===== src/rtl/hs_seq_sender_if.sv =====
// hs_seq_sender_if
//   Four-phase request/acknowledge bundle between the source-domain sender
//   and the receiving-domain checker.
//   Signals:
//     req   - request, driven by the sender (master)
//     data  - WIDTH-bit payload, driven by the sender, stable while req is 1
//     ack   - acknowledge, driven by the receiver (slave), asynchronous to
//             the sender clock
interface hs_seq_sender_if #(
    parameter int WIDTH = 4
);
    logic             req;
    logic             ack;
    logic [WIDTH-1:0] data;

    modport master (output req, output data, input ack);
    modport slave  (input req, input data, output ack);
endinterface


===== src/rtl/hs_seq_sender.sv =====
// hs_seq_sender
//   Source-side stage of the CDC lab. Generates an incrementing WIDTH-bit
//   sequence starting at START and hands each value across a clock-domain
//   boundary with a four-phase req/ack handshake. One transfer can be made
//   to carry data^1 so the downstream checker can be shown to flag a single
//   mismatch and then recover.
//   Ports:
//     clk          - source-domain clock
//     rst_n        - asynchronous active-low reset
//     start        - level enable; transfers run back to back while high
//     inject_error - sampled when req rises; corrupts that transfer's data
//     hs           - master side of the req/ack/data bundle
//     busy         - 1 whenever the FSM is not idle
//     sent_count   - completed handshakes, wraps at 16 bits
module hs_seq_sender #(
    parameter int WIDTH       = 4,
    parameter int START       = 1,
    parameter int GAP         = 0,
    parameter int SYNC_STAGES = 2
) (
    input  logic                   clk,
    input  logic                   rst_n,
    input  logic                   start,
    input  logic                   inject_error,
    hs_seq_sender_if.master        hs,
    output logic                   busy,
    output logic [15:0]            sent_count
);

    typedef enum logic [1:0] {
        IDLE = 2'd0,
        REQ  = 2'd1,
        REL  = 2'd2,
        WAIT = 2'd3
    } state_e;

    localparam logic [WIDTH-1:0] START_V  = WIDTH'(START);
    localparam logic [WIDTH-1:0] FLIP_LSB = WIDTH'(1);
    // Counter runs GAP-1 down to 0, giving exactly GAP idle cycles in WAIT.
    localparam logic [7:0]       GAP_LOAD = (GAP > 0) ? 8'(GAP - 1) : 8'd0;

    state_e                 state_q, state_d;
    logic                   req_q, req_d;
    logic [WIDTH-1:0]       data_q, data_d;
    logic [WIDTH-1:0]       seq_q, seq_d;
    logic [15:0]            sent_q, sent_d;
    logic [7:0]             gap_q, gap_d;
    logic [SYNC_STAGES-1:0] sync_q, sync_d;
    logic                   ack_s;
    logic                   load_req;

    // ack is asynchronous; only the last synchronizer stage is ever used.
    assign sync_d = {sync_q[SYNC_STAGES-2:0], hs.ack};
    assign ack_s  = sync_q[SYNC_STAGES-1];

    always_comb begin
        state_d  = state_q;
        req_d    = req_q;
        data_d   = data_q;
        seq_d    = seq_q;
        sent_d   = sent_q;
        gap_d    = gap_q;
        load_req = 1'b0;

        unique case (state_q)
            IDLE: begin
                if (start) load_req = 1'b1;
            end
            REQ: begin
                // seq advances even for a corrupted transfer, so the stream
                // is back in step on the next handshake.
                if (ack_s) begin
                    state_d = REL;
                    req_d   = 1'b0;
                    seq_d   = seq_q + 1'b1;
                    sent_d  = sent_q + 16'd1;
                end
            end
            REL: begin
                if (!ack_s) begin
                    if (GAP > 0) begin
                        state_d = WAIT;
                        gap_d   = GAP_LOAD;
                    end else if (start) begin
                        load_req = 1'b1;
                    end else begin
                        state_d = IDLE;
                    end
                end
            end
            WAIT: begin
                if (gap_q == 8'd0) begin
                    if (start) load_req = 1'b1;
                    else       state_d  = IDLE;
                end else begin
                    gap_d = gap_q - 8'd1;
                end
            end
            default: state_d = IDLE;
        endcase

        // Every entry into REQ re-samples inject_error; data changes only here.
        if (load_req) begin
            state_d = REQ;
            req_d   = 1'b1;
            data_d  = inject_error ? (seq_q ^ FLIP_LSB) : seq_q;
        end
    end

    always_ff @(posedge clk or negedge rst_n) begin
        if (!rst_n) begin
            state_q <= IDLE;
            req_q   <= 1'b0;
            data_q  <= START_V;
            seq_q   <= START_V;
            sent_q  <= 16'd0;
            gap_q   <= 8'd0;
            sync_q  <= '0;
        end else begin
            state_q <= state_d;
            req_q   <= req_d;
            data_q  <= data_d;
            seq_q   <= seq_d;
            sent_q  <= sent_d;
            gap_q   <= gap_d;
            sync_q  <= sync_d;
        end
    end

    assign hs.req     = req_q;
    assign hs.data    = data_q;
    assign busy       = (state_q != IDLE);
    assign sent_count = sent_q;

endmodule


===== src/flat_wrapper.sv =====
// flat-port wrapper written by rule: the top's interface ports become plain ports
module hs_seq_sender_flat 
#(
    parameter int WIDTH       = 4,
    parameter int START       = 1,
    parameter int GAP         = 0,
    parameter int SYNC_STAGES = 2
)
  (clk, rst_n, start, inject_error, busy, sent_count, hs_req, hs_data, hs_ack);
  hs_seq_sender_if #(.WIDTH(WIDTH)) hs_i ();
  input  logic clk;
  input  logic rst_n;
  input  logic start;
  input  logic inject_error;
  output logic busy;
  output logic [15:0] sent_count;
  output wire logic [$bits(hs_i.req)-1:0] hs_req;
  output wire logic [$bits(hs_i.data)-1:0] hs_data;
  input wire logic [$bits(hs_i.ack)-1:0] hs_ack;
  assign hs_req = hs_i.req;
  assign hs_data = hs_i.data;
  assign hs_i.ack = hs_ack;
  hs_seq_sender #(.WIDTH(WIDTH), .START(START), .GAP(GAP), .SYNC_STAGES(SYNC_STAGES)) u_core (.clk(clk), .rst_n(rst_n), .start(start), .inject_error(inject_error), .hs(hs_i), .busy(busy), .sent_count(sent_count));
endmodule

===== config.mk =====
export PLATFORM = sky130hd
export DESIGN_NAME = hs_seq_sender_flat
export DESIGN_NICKNAME = d
export VERILOG_FILES = /design/src/rtl/hs_seq_sender_if.sv /design/src/rtl/hs_seq_sender.sv /design/src/flat_wrapper.sv
export SDC_FILE = /design/constraint.sdc
export NUM_CORES = 1
export LEC_CHECK = 0
export BUFFER_PORTS_ARGS = -buffer_cell sky130_fd_sc_hd__buf_2
export CAP_MARGIN = 10
export CELL_PAD_IN_SITES_DETAIL_PLACEMENT = 1
export CELL_PAD_IN_SITES_GLOBAL_PLACEMENT = 1
export CORE_MARGIN = 2
export CORE_UTILIZATION = 47
export CTS_CLUSTER_SIZE = 24
export DETAILED_ROUTE_END_ITERATION = 8
export GPL_ROUTABILITY_DRIVEN = 1
export PLACE_DENSITY_LB_ADDON = 0.1
export SLEW_MARGIN = 20
export SYNTH_ARGS = -nofsm -noshare
export SYNTH_HDL_FRONTEND = slang
export SYNTH_SLANG_ARGS = --single-unit

===== constraint.sdc =====
create_clock -name clk -period 3.87 [get_ports clk]
set_input_delay 0.387 -clock clk [delete_from_list [all_inputs] [get_ports clk]]
set_output_delay 0.387 -clock clk [all_outputs]
set_load 0.01 [all_outputs]

Word level (Yosys, flattened, before mapping)

Index checks and enable logic that the tools add are counted.

Output and inout bits: 22
Logic and storage cells: 42
Register bits: 37

Add/sub/neg operators: 3
Bitwise operators: 2
Reductions and logical operators: 10
Muxes and demuxes: 14
Eq/ne operators: 6

Operators by type and width:

| operator              | number |
|---|---|
| $add 16x1->16 const B | 1 |
| $mux 2                | 5 |
| $logic_not 8->1       | 1 |
| $sub 8x1->8 const B   | 1 |
| $mux 1                | 7 |
| $ne 3x1->1 const B    | 2 |
| $pmux 2 s3            | 1 |
| $reduce_and 2->1      | 3 |
| $reduce_bool 2->1     | 3 |
| $add 4x1->4 const B   | 1 |
| $eq 2x2->1 const B    | 2 |
| $reduce_and 4->1      | 1 |
| $reduce_bool 4->1     | 1 |
| $ne 3x3->1 const B    | 1 |
| $pmux 1 s3            | 1 |
| $eq 2x1->1 const B    | 1 |
| $logic_not 2->1       | 1 |
| $not 1->1             | 2 |

Logic depth before layout (Yosys ltp)

Gate-level depths: netlist of run 1.

Word-level depth: 5
Gate-level depth with buffers: 5

Worst setup path before layout of run 1

OpenSTA, ideal clock, no wires.

Path type: reg2reg
Start: register u_core.gap_q[3]
End: register u_core.data_q[1] (netlist: u_core.hs.data[1])
Path slack: 2271 ps
Stages on the path, launching flop included: 5
Arrival: 1474 ps
Clock period less this slack: 1599 ps
Required time: 3745 ps
Path through: dfrtp_1 > nor4_4 > a41o_2 > o311ai_4 > mux2_4

Longest elaborated chain between the ends: 3

Ends and longest elaborated chain:

| element                | RTL line             | RTL |
|---|---|---|
| from (decl)            | hs_seq_sender.sv:47  | `logic [7:0] gap_q, gap_d;` |
| from (signal assigned) | hs_seq_sender.sv:125 | `gap_q <= gap_d;` |
| $logic_not 8->1        | hs_seq_sender.sv:92  | `if (gap_q == 8'd0) begin` |
| $mux 1                 | hs_seq_sender.sv:92  |  |
| $pmux 1 s3             | hs_seq_sender.sv:65  | `unique case (state_q)` |
| to (signal assigned)   | hs_seq_sender.sv:122 | `data_q <= data_d;` |
| to (decl)              | hs_seq_sender.sv:44  | `logic [WIDTH-1:0] data_q, data_d;` |

No other way between the ends.
A chain may end at the register's enable or synchronous reset.

Worst setup path after layout of run 1

Start: register u_core.state_q[0]
End: register u_core.sent_q[7] (netlist: u_core.sent_count[7])

Longest elaborated chain between the ends: 2

Ends and longest elaborated chain:

| element                           | RTL line             | RTL |
|---|---|---|
| from (decl)                       | hs_seq_sender.sv:42  | `state_e state_q, state_d;` |
| from (signal assigned)            | hs_seq_sender.sv:120 | `state_q <= state_d;` |
| $eq 2x1->1                        | hs_seq_sender.sv:65  |  |
| $reduce_and 2->1 (no source line) | --                   |  |
| to (signal assigned)              | hs_seq_sender.sv:124 | `sent_q <= sent_d;` |
| to (decl)                         | hs_seq_sender.sv:46  | `logic [15:0] sent_q, sent_d;` |

No other way between the ends.

==> flow_summary.ini, run 1 <==
[die]
start_util_pct = 49.4
rows = 21
core_area_um2 = 3360
io_pins = 27
die_h_um = 63.5
die_w_um = 63.5
die-area_um2 = 4030

[placement]
hpwlAfterDp_um = 2610
place_ws_ns = 2.18
io_buffer_count = 26
gp_congestion = 0.907

[yosys]
avgSynthCellArea_um2 = 11.7
yosysWarnings = 0
synth_edf_count = 0
yosysUniqueCellTypes = 26
syn_nets = 151
synth_sequential_area_ratio_pct = 55.9
async_flop_share_pct = 100
ys_ff_latch = 37
synth-main-ff-cell = dfrtp_1
synth_area_um2 = 1660
synthCells = 142

[critical_path]
reg2reg_to = u_core.sent_count[7]
path_class = flip-flop to flip-flop
r2r_cells = 4
slowest_delay_ns = 0.55
critPathTopFamily = simple AND/OR/NAND/NOR gates
cpMaxStageDelayCell = dfrtp_1
path_buf_inv = 0
required_ns = 4.14
cp.arrival_ns = 1.99
worst_setup_path_end_kind = flip-flop
rrSetupSlack_ns = 2.15
crit_fanout = 8
path_cells = nand4b_1 > nor2_1 > and4_1 > xor2_1
crit_path_start_kind = flip-flop
timing.rr.start = u_core.state_q[0]

[power]
power_density_nw_per_um2 = 573
seqPwrFrac_pct = 52.4
power.switching_mw = 0.376
totalPowerFinal_mw = 1.09
comb_power_share_pct = 28.6
intPower_mw = 0.713
p_leak_nw = 0.883
max-vdd-ir-drop_v = 0.000434
swShare_pct = 34.5
clock_power_share_pct = 19.0

[timing]
hold_viol_final = 0
worst_pin_slew_ns = 0.809
relSlewSlack_pct = 46.1
finalCritPeriodShare_pct = 44.5
finalSetupViolCount = 0
fin_setup_tns_ns = 0
worst_slack_ns = 2.15
fmax_mhz = 580
rsz0062_at_grt = no
min_period_ns = 1.72
finalClockSkew_ns = 0.00720
final_max_slew_viol_count = 0

[global_routing]
grt_overflow = 0
grt_antenna_before_repair = 0
grt_pass1_wl_um = 6220
grt_max_degree = 38
grt_pass1_vias = 1227
grtUsageTotal_pct = 20.1

[clocking]
cts-buffers-inserted = 5
clockBufferDepth = 2
cts_sinks = 37
cts_setup_buffers = 0
ctsHtreeMaxLevel = 2
cts-hold-fix-buffers = 0
worst_skew_pair.late_latency_ns = 0.34
root_buffer = clkbuf_4
cts_tree = done
ctsResizeCount = 0
clk_pin_slew_ns = 0.11

[layout]
utilization_pct = 56.5
layout-drive-gt1-share_pct = 24.7
synthToLayoutAreaGrowth_pct = 14.3
n_fill_cell = 379
nets = 183
n_antenna_cell = 0

[drt]
wl_per_cell_um = 15.6
drtAntennaViolNets = 0
drt_first_pass_iters = 4
drc = 0
drt_wl_total_um = 3440
initialDrtViolationCount = 70
viasPerCell = 5.32
via_count = 1170

[run_status]
outcome = complete, no violations

[job]
maxCapViolations = 0

[worst_hold_path]
hold_path.class = input pin to async pin
==> cells by family (layout without fill, tap and decap cells) <==
group	Yosys count	after routing	synth area share, %
mux	6	6	4.82
compound gates	7	7	4.29
simple gates	54	54	16.4
fa+ha+maj	4	4	3.01
buf+inv	8	40	1.88
flops	37	37	55.9
xor+xnor	26	26	13.7
==> cells in the mapped netlist (2+ instances only) <==
| library cell | instances | area, um2 |
|---|---|---|
| nand2_1 | 22 | 82.6 |
| o21ai_0 | 2 | 10.0 |
| nand4_1 | 4 | 25.0 |
| nand3_1 | 11 | 55.1 |
| xor2_1 | 2 | 17.5 |
| xnor2_1 | 24 | 210 |
| dfrtp_1 | 35 | 876 |
| mux2i_1 | 2 | 20.0 |
| inv_1 | 7 | 26.3 |
| nor3_1 | 2 | 10.0 |
| and4_1 | 2 | 17.5 |
| dfstp_2 | 2 | 52.6 |
| mux2_4 | 4 | 60.1 |
| nor4_1 | 2 | 12.5 |
| nor2_1 | 7 | 26.3 |
| ha_1 | 4 | 50.1 |
==> worst max path at each step <==
stage	from	to	slack (ns)	cells past startpoint
finish	u_core.state_q[0]	u_core.sent_count[7]	2.15	4
global route	u_core.state_q[0]	u_core.sent_count[7]	2.00	4
CTS	u_core.state_q[0]	u_core.sent_count[7]	2.16	4
detailed placement	u_core.gap_q[3]	u_core.hs.data[2]	2.18	4
global placement	u_core.gap_q[3]	u_core.hs.data[2]	2.21	4
floorplan	u_core.gap_q[3]	u_core.hs.data[1]	2.27	4
==> metal layers <==
layer	up-vias	global-route usage (%)	routed length [um]
li1	541	-	-
met1	599	26.5	1600
met2	22	32.2	1680
met3	8	4.29	90
met4	0	8.15	68
met5	-	0	0
==> layout by cell type, fill, tap and decap left out <==
master,synthesis,routed
buf_2,1,26
nand3_1,11,11
xor2_1,2,2
nand4b_1,1,1
dfrtp_1,35,35
nand2_1,22,22
nor4_4,1,1
mux2_4,4,4
xnor2_1,24,24
nand3b_1,1,1
a31oi_2,1,1
nor3_1,2,2
or2_2,1,1
inv_1,7,7
dfstp_2,2,2
ha_1,4,4
and4_1,2,2
a41o_2,1,1
nor2_1,7,7
o21ai_0,2,2
clkbuf_4,0,5
a21oi_1,1,1
clkbuf_8,0,1
nor4_1,2,2
o311ai_4,1,1
nand4_1,4,4
mux2i_1,2,2
clkbuf_1,0,1
o22ai_1,1,1
==> power groups by stage <==
stage / sequential (mW) / clock, mW / combinational (mW)
floorplan: 0.565 / 0 / 0.202
finish: 0.570 / 0.207 / 0.311
detailed placement: 0.578 / 0 / 0.315
global placement: 0.569 / 0 / 0.297
global route: 0.587 / 0.233 / 0.347
CTS: 0.570 / 0.214 / 0.316
==> cell type report <==
class	count	area (um2)	area share (%)
clock buffer	7	55.1	2.90
inverter	7	26.3	1.38
multi-input combinational	97	702	37.0
sequential	37	928	48.9
tap	46	57.6	3.03
timing repair buffer	26	130	6.85
==> through the flow <==
step | area [um2] | cells | hold slack (ns)
6_report | 1900 | 220 | 0.130
5_1_grt | 1900 | 220 | 0.120
4_1_cts | 1900 | 220 | 0.131
3_5_place_dp | 1840 | 213 | 0.351
3_3_place_gp | 1840 | 213 | 0.346
2_1_floorplan | 1660 | 142 | 0.0914
==> state kept, by name, indices dropped and copies added (netlist names) <==
signal	flops
u_core.sync_q	2
u_core.state_q	2
u_core.hs.data	4
u_core.gap_q	8
u_core.sent_count	16
u_core.seq_q	4
u_core.hs.req	1
Power figures use the tool's default switching activity.
==> inputs of run 2 (changes only) <==
--- a/config.mk
+++ b/config.mk
@@ -10,7 +10,7 @@
 export CELL_PAD_IN_SITES_DETAIL_PLACEMENT = 1
 export CELL_PAD_IN_SITES_GLOBAL_PLACEMENT = 1
 export CORE_MARGIN = 2
-export CORE_UTILIZATION = 47
+export CORE_UTILIZATION = 44
 export CTS_CLUSTER_SIZE = 24
 export DETAILED_ROUTE_END_ITERATION = 8
 export GPL_ROUTABILITY_DRIVEN = 1
==> constraint.sdc (replaced) <==
create_clock -name clk -period 1.6 [get_ports clk]
set_input_delay 0.16 -clock clk [delete_from_list [all_inputs] [get_ports clk]]
set_output_delay 0.16 -clock clk [all_outputs]
set_load 0.01 [all_outputs]
==> flow_summary.ini, run 2 (synthesized netlist as in run 1, its figures left out) <==
[critical_path]
slowest_delay_ns = 0.41
cp.arrival_ns = 1.73
crit_fanout = 5
critPathTopFamily = compound AO/OA/AOI/OAI gates
crit_path_start_kind = flip-flop
reg2reg_to = u_core.hs.data[2]
path_class = flip-flop to flip-flop
path_cells = nor4_4 > a41o_2 > o311ai_4 > mux2_4
r2r_cells = 4
cpMaxStageDelayCell = dfrtp_1
required_ns = 1.77
path_buf_inv = 0
crit_path_start = u_core.gap_q[3]
rrSetupSlack_ns = 0.04
timing.rr.start = u_core.gap_q[3]
worst_setup_path_end_kind = flip-flop

[layout]
n_antenna_cell = 0
most-common-layout-cells = dfrtp_1 (34), buf_2 (26), xnor2_1 (24), nand2_1 (22), nand3_1 (11)
largest_reg_flops = 16
nets = 195
n_fill_cell = 413
layout-drive-gt1-share_pct = 31.6
mostFrequentLayoutCell = dfrtp_1
synthToLayoutAreaGrowth_pct = 26.1
utilization_pct = 57.6
stdcell_area_um2 = 2090

[global_routing]
grt_overflow = 0
grt_antenna_before_repair = 0
grt_pass1_wl_um = 6620
grt_pass1_vias = 1377
grtUsageTotal_pct = 21.0
grt_max_degree = 20

[job]
maxCapViolations = 0

[worst_hold_path]
hold_path_depth = 3
worstHoldStart = start
holdPathEnd = u_core.state_q[0]
hold_path.class = input pin to flip-flop

[timing]
finalSetupViolCount = 0
hold_viol_final = 0
rsz0062_at_grt = yes
min_period_ns = 1.56
finalCritPeriodShare_pct = 97.5
whs_ns = 0.267
final_max_slew_viol_count = 0
worst_pin_slew_ns = 0.459
relSlewSlack_pct = 69.4
finalClockSkew_ns = 0.00968
fmax_mhz = 641

[power]
p_leak_nw = 0.972
power_density_nw_per_um2 = 1460
intPower_mw = 2.08
swShare_pct = 31.7
max-vdd-ir-drop_v = 0.000870
clock_power_share_pct = 27.3
comb_power_share_pct = 27.7
power.switching_mw = 0.968
seqPwrFrac_pct = 45.0

[clocking]
root_buffer = clkbuf_8
cts_tree = done
clockBufferDepth = 2
clk_pin_slew_ns = 0.07
cts_sinks = 37
cts-buffers-inserted = 5
worst_skew_pair.late_latency_ns = 0.29
ctsHtreeMaxLevel = 2

[run_status]
outcome = complete, no violations

[die]
die_w_um = 65.5
die-area_um2 = 4280
die_h_um = 65.5
start_util_pct = 45.7
io_pins = 27
rows = 22
core_area_um2 = 3630

[placement]
hpwlAfterDp_um = 2820
placed_area_um2 = 1930
io_buffer_count = 26
gp_congestion = 0.720

[drt]
wl_per_cell_um = 16.4
drt_first_pass_iters = 3
via_count = 1203
viasPerCell = 5.12
drc = 0
drt_wl_total_um = 3850
drtAntennaViolNets = 0
initialDrtViolationCount = 62
[run 2: changes by cell type in the layout (fill, tap and decap cells not counted), sizes merged]
| cell | before | now |
|---|---|---|
| dlygate4sd3 | 0 | 2 |
| bufinv | 0 | 1 |
| buf | 26 | 36 |
[run 2: cell type report]
cell class	instances	area, um2	area share, %
clock buffer	7	86.3	4.12
tap	48	60.1	2.87
timing repair buffer	38	238	11.4
sequential	37	930	44.4
inverter	7	26.3	1.25
clock inverter	1	30.0	1.43
multi-input combinational	97	724	34.6
[run 2: worst min-delay path, delay by kind of cell]
| kind | cells | cell delay, ns |
|---|---|---|
| AO/OA/AOI/OAI | 2 | 0.22 |
| buffers and inverters | 1 | 0.13 |
[run 2: how the worst max path moves through the flow]
stage | to | slack [ns] | cells past startpoint
global route | u_core.hs.data[3] | -0.02 | 4
finish | u_core.hs.data[2] | 0.04 | 4
CTS | u_core.gap_q[7] | 0.02 | 4
floorplan | u_core.hs.data[1] | 0.001 | 4
global placement | u_core.hs.data[2] | 0.08 | 4
detailed placement | u_core.hs.data[3] | 0.04 | 4
[run 2: what timing repair did]
| action | 4_1_cts | 5_1_grt |
|---|---|---|
| hold endpoints to repair | 18 | 0 |
| setup endpoints to repair | 0 | 15 |
| hold buffers | 2 | 0 |
| buffers inserted | 0 | 1 |
| resized for setup | 0 | 6 |
[run 2: power groups by stage]
stage | clock [mW] | sequential (mW) | combinational, mW
2_1_floorplan | 0 | 1.37 | 0.489
3_3_place_gp | 0 | 1.36 | 0.780
3_5_place_dp | 0 | 1.38 | 0.830
4_1_cts | 0.858 | 1.37 | 0.842
5_1_grt | 0.897 | 1.41 | 0.932
6_report | 0.834 | 1.37 | 0.845
[run 2: through the flow]
step           std cells  total power [mW]  worst slack, ns  setup TNS, ns
2_1_floorplan        142              1.86          0.00106              0
3_3_place_gp         224              2.14           0.0788              0
3_5_place_dp         224              2.21           0.0414              0
4_1_cts              234              3.07           0.0221              0
5_1_grt              235              3.24          -0.0241        -0.0626
6_report             235              3.05           0.0405              0
[run 2: per-layer routing]
layer  vias up  GRT usage [%]  part of all wire [%]
li1        569              -                     -
met1       606           24.2                    41
met2        23           37.4                    54
met3         5           5.82                   3.9
met4         0           7.03                   1.1
met5         -              0                     0
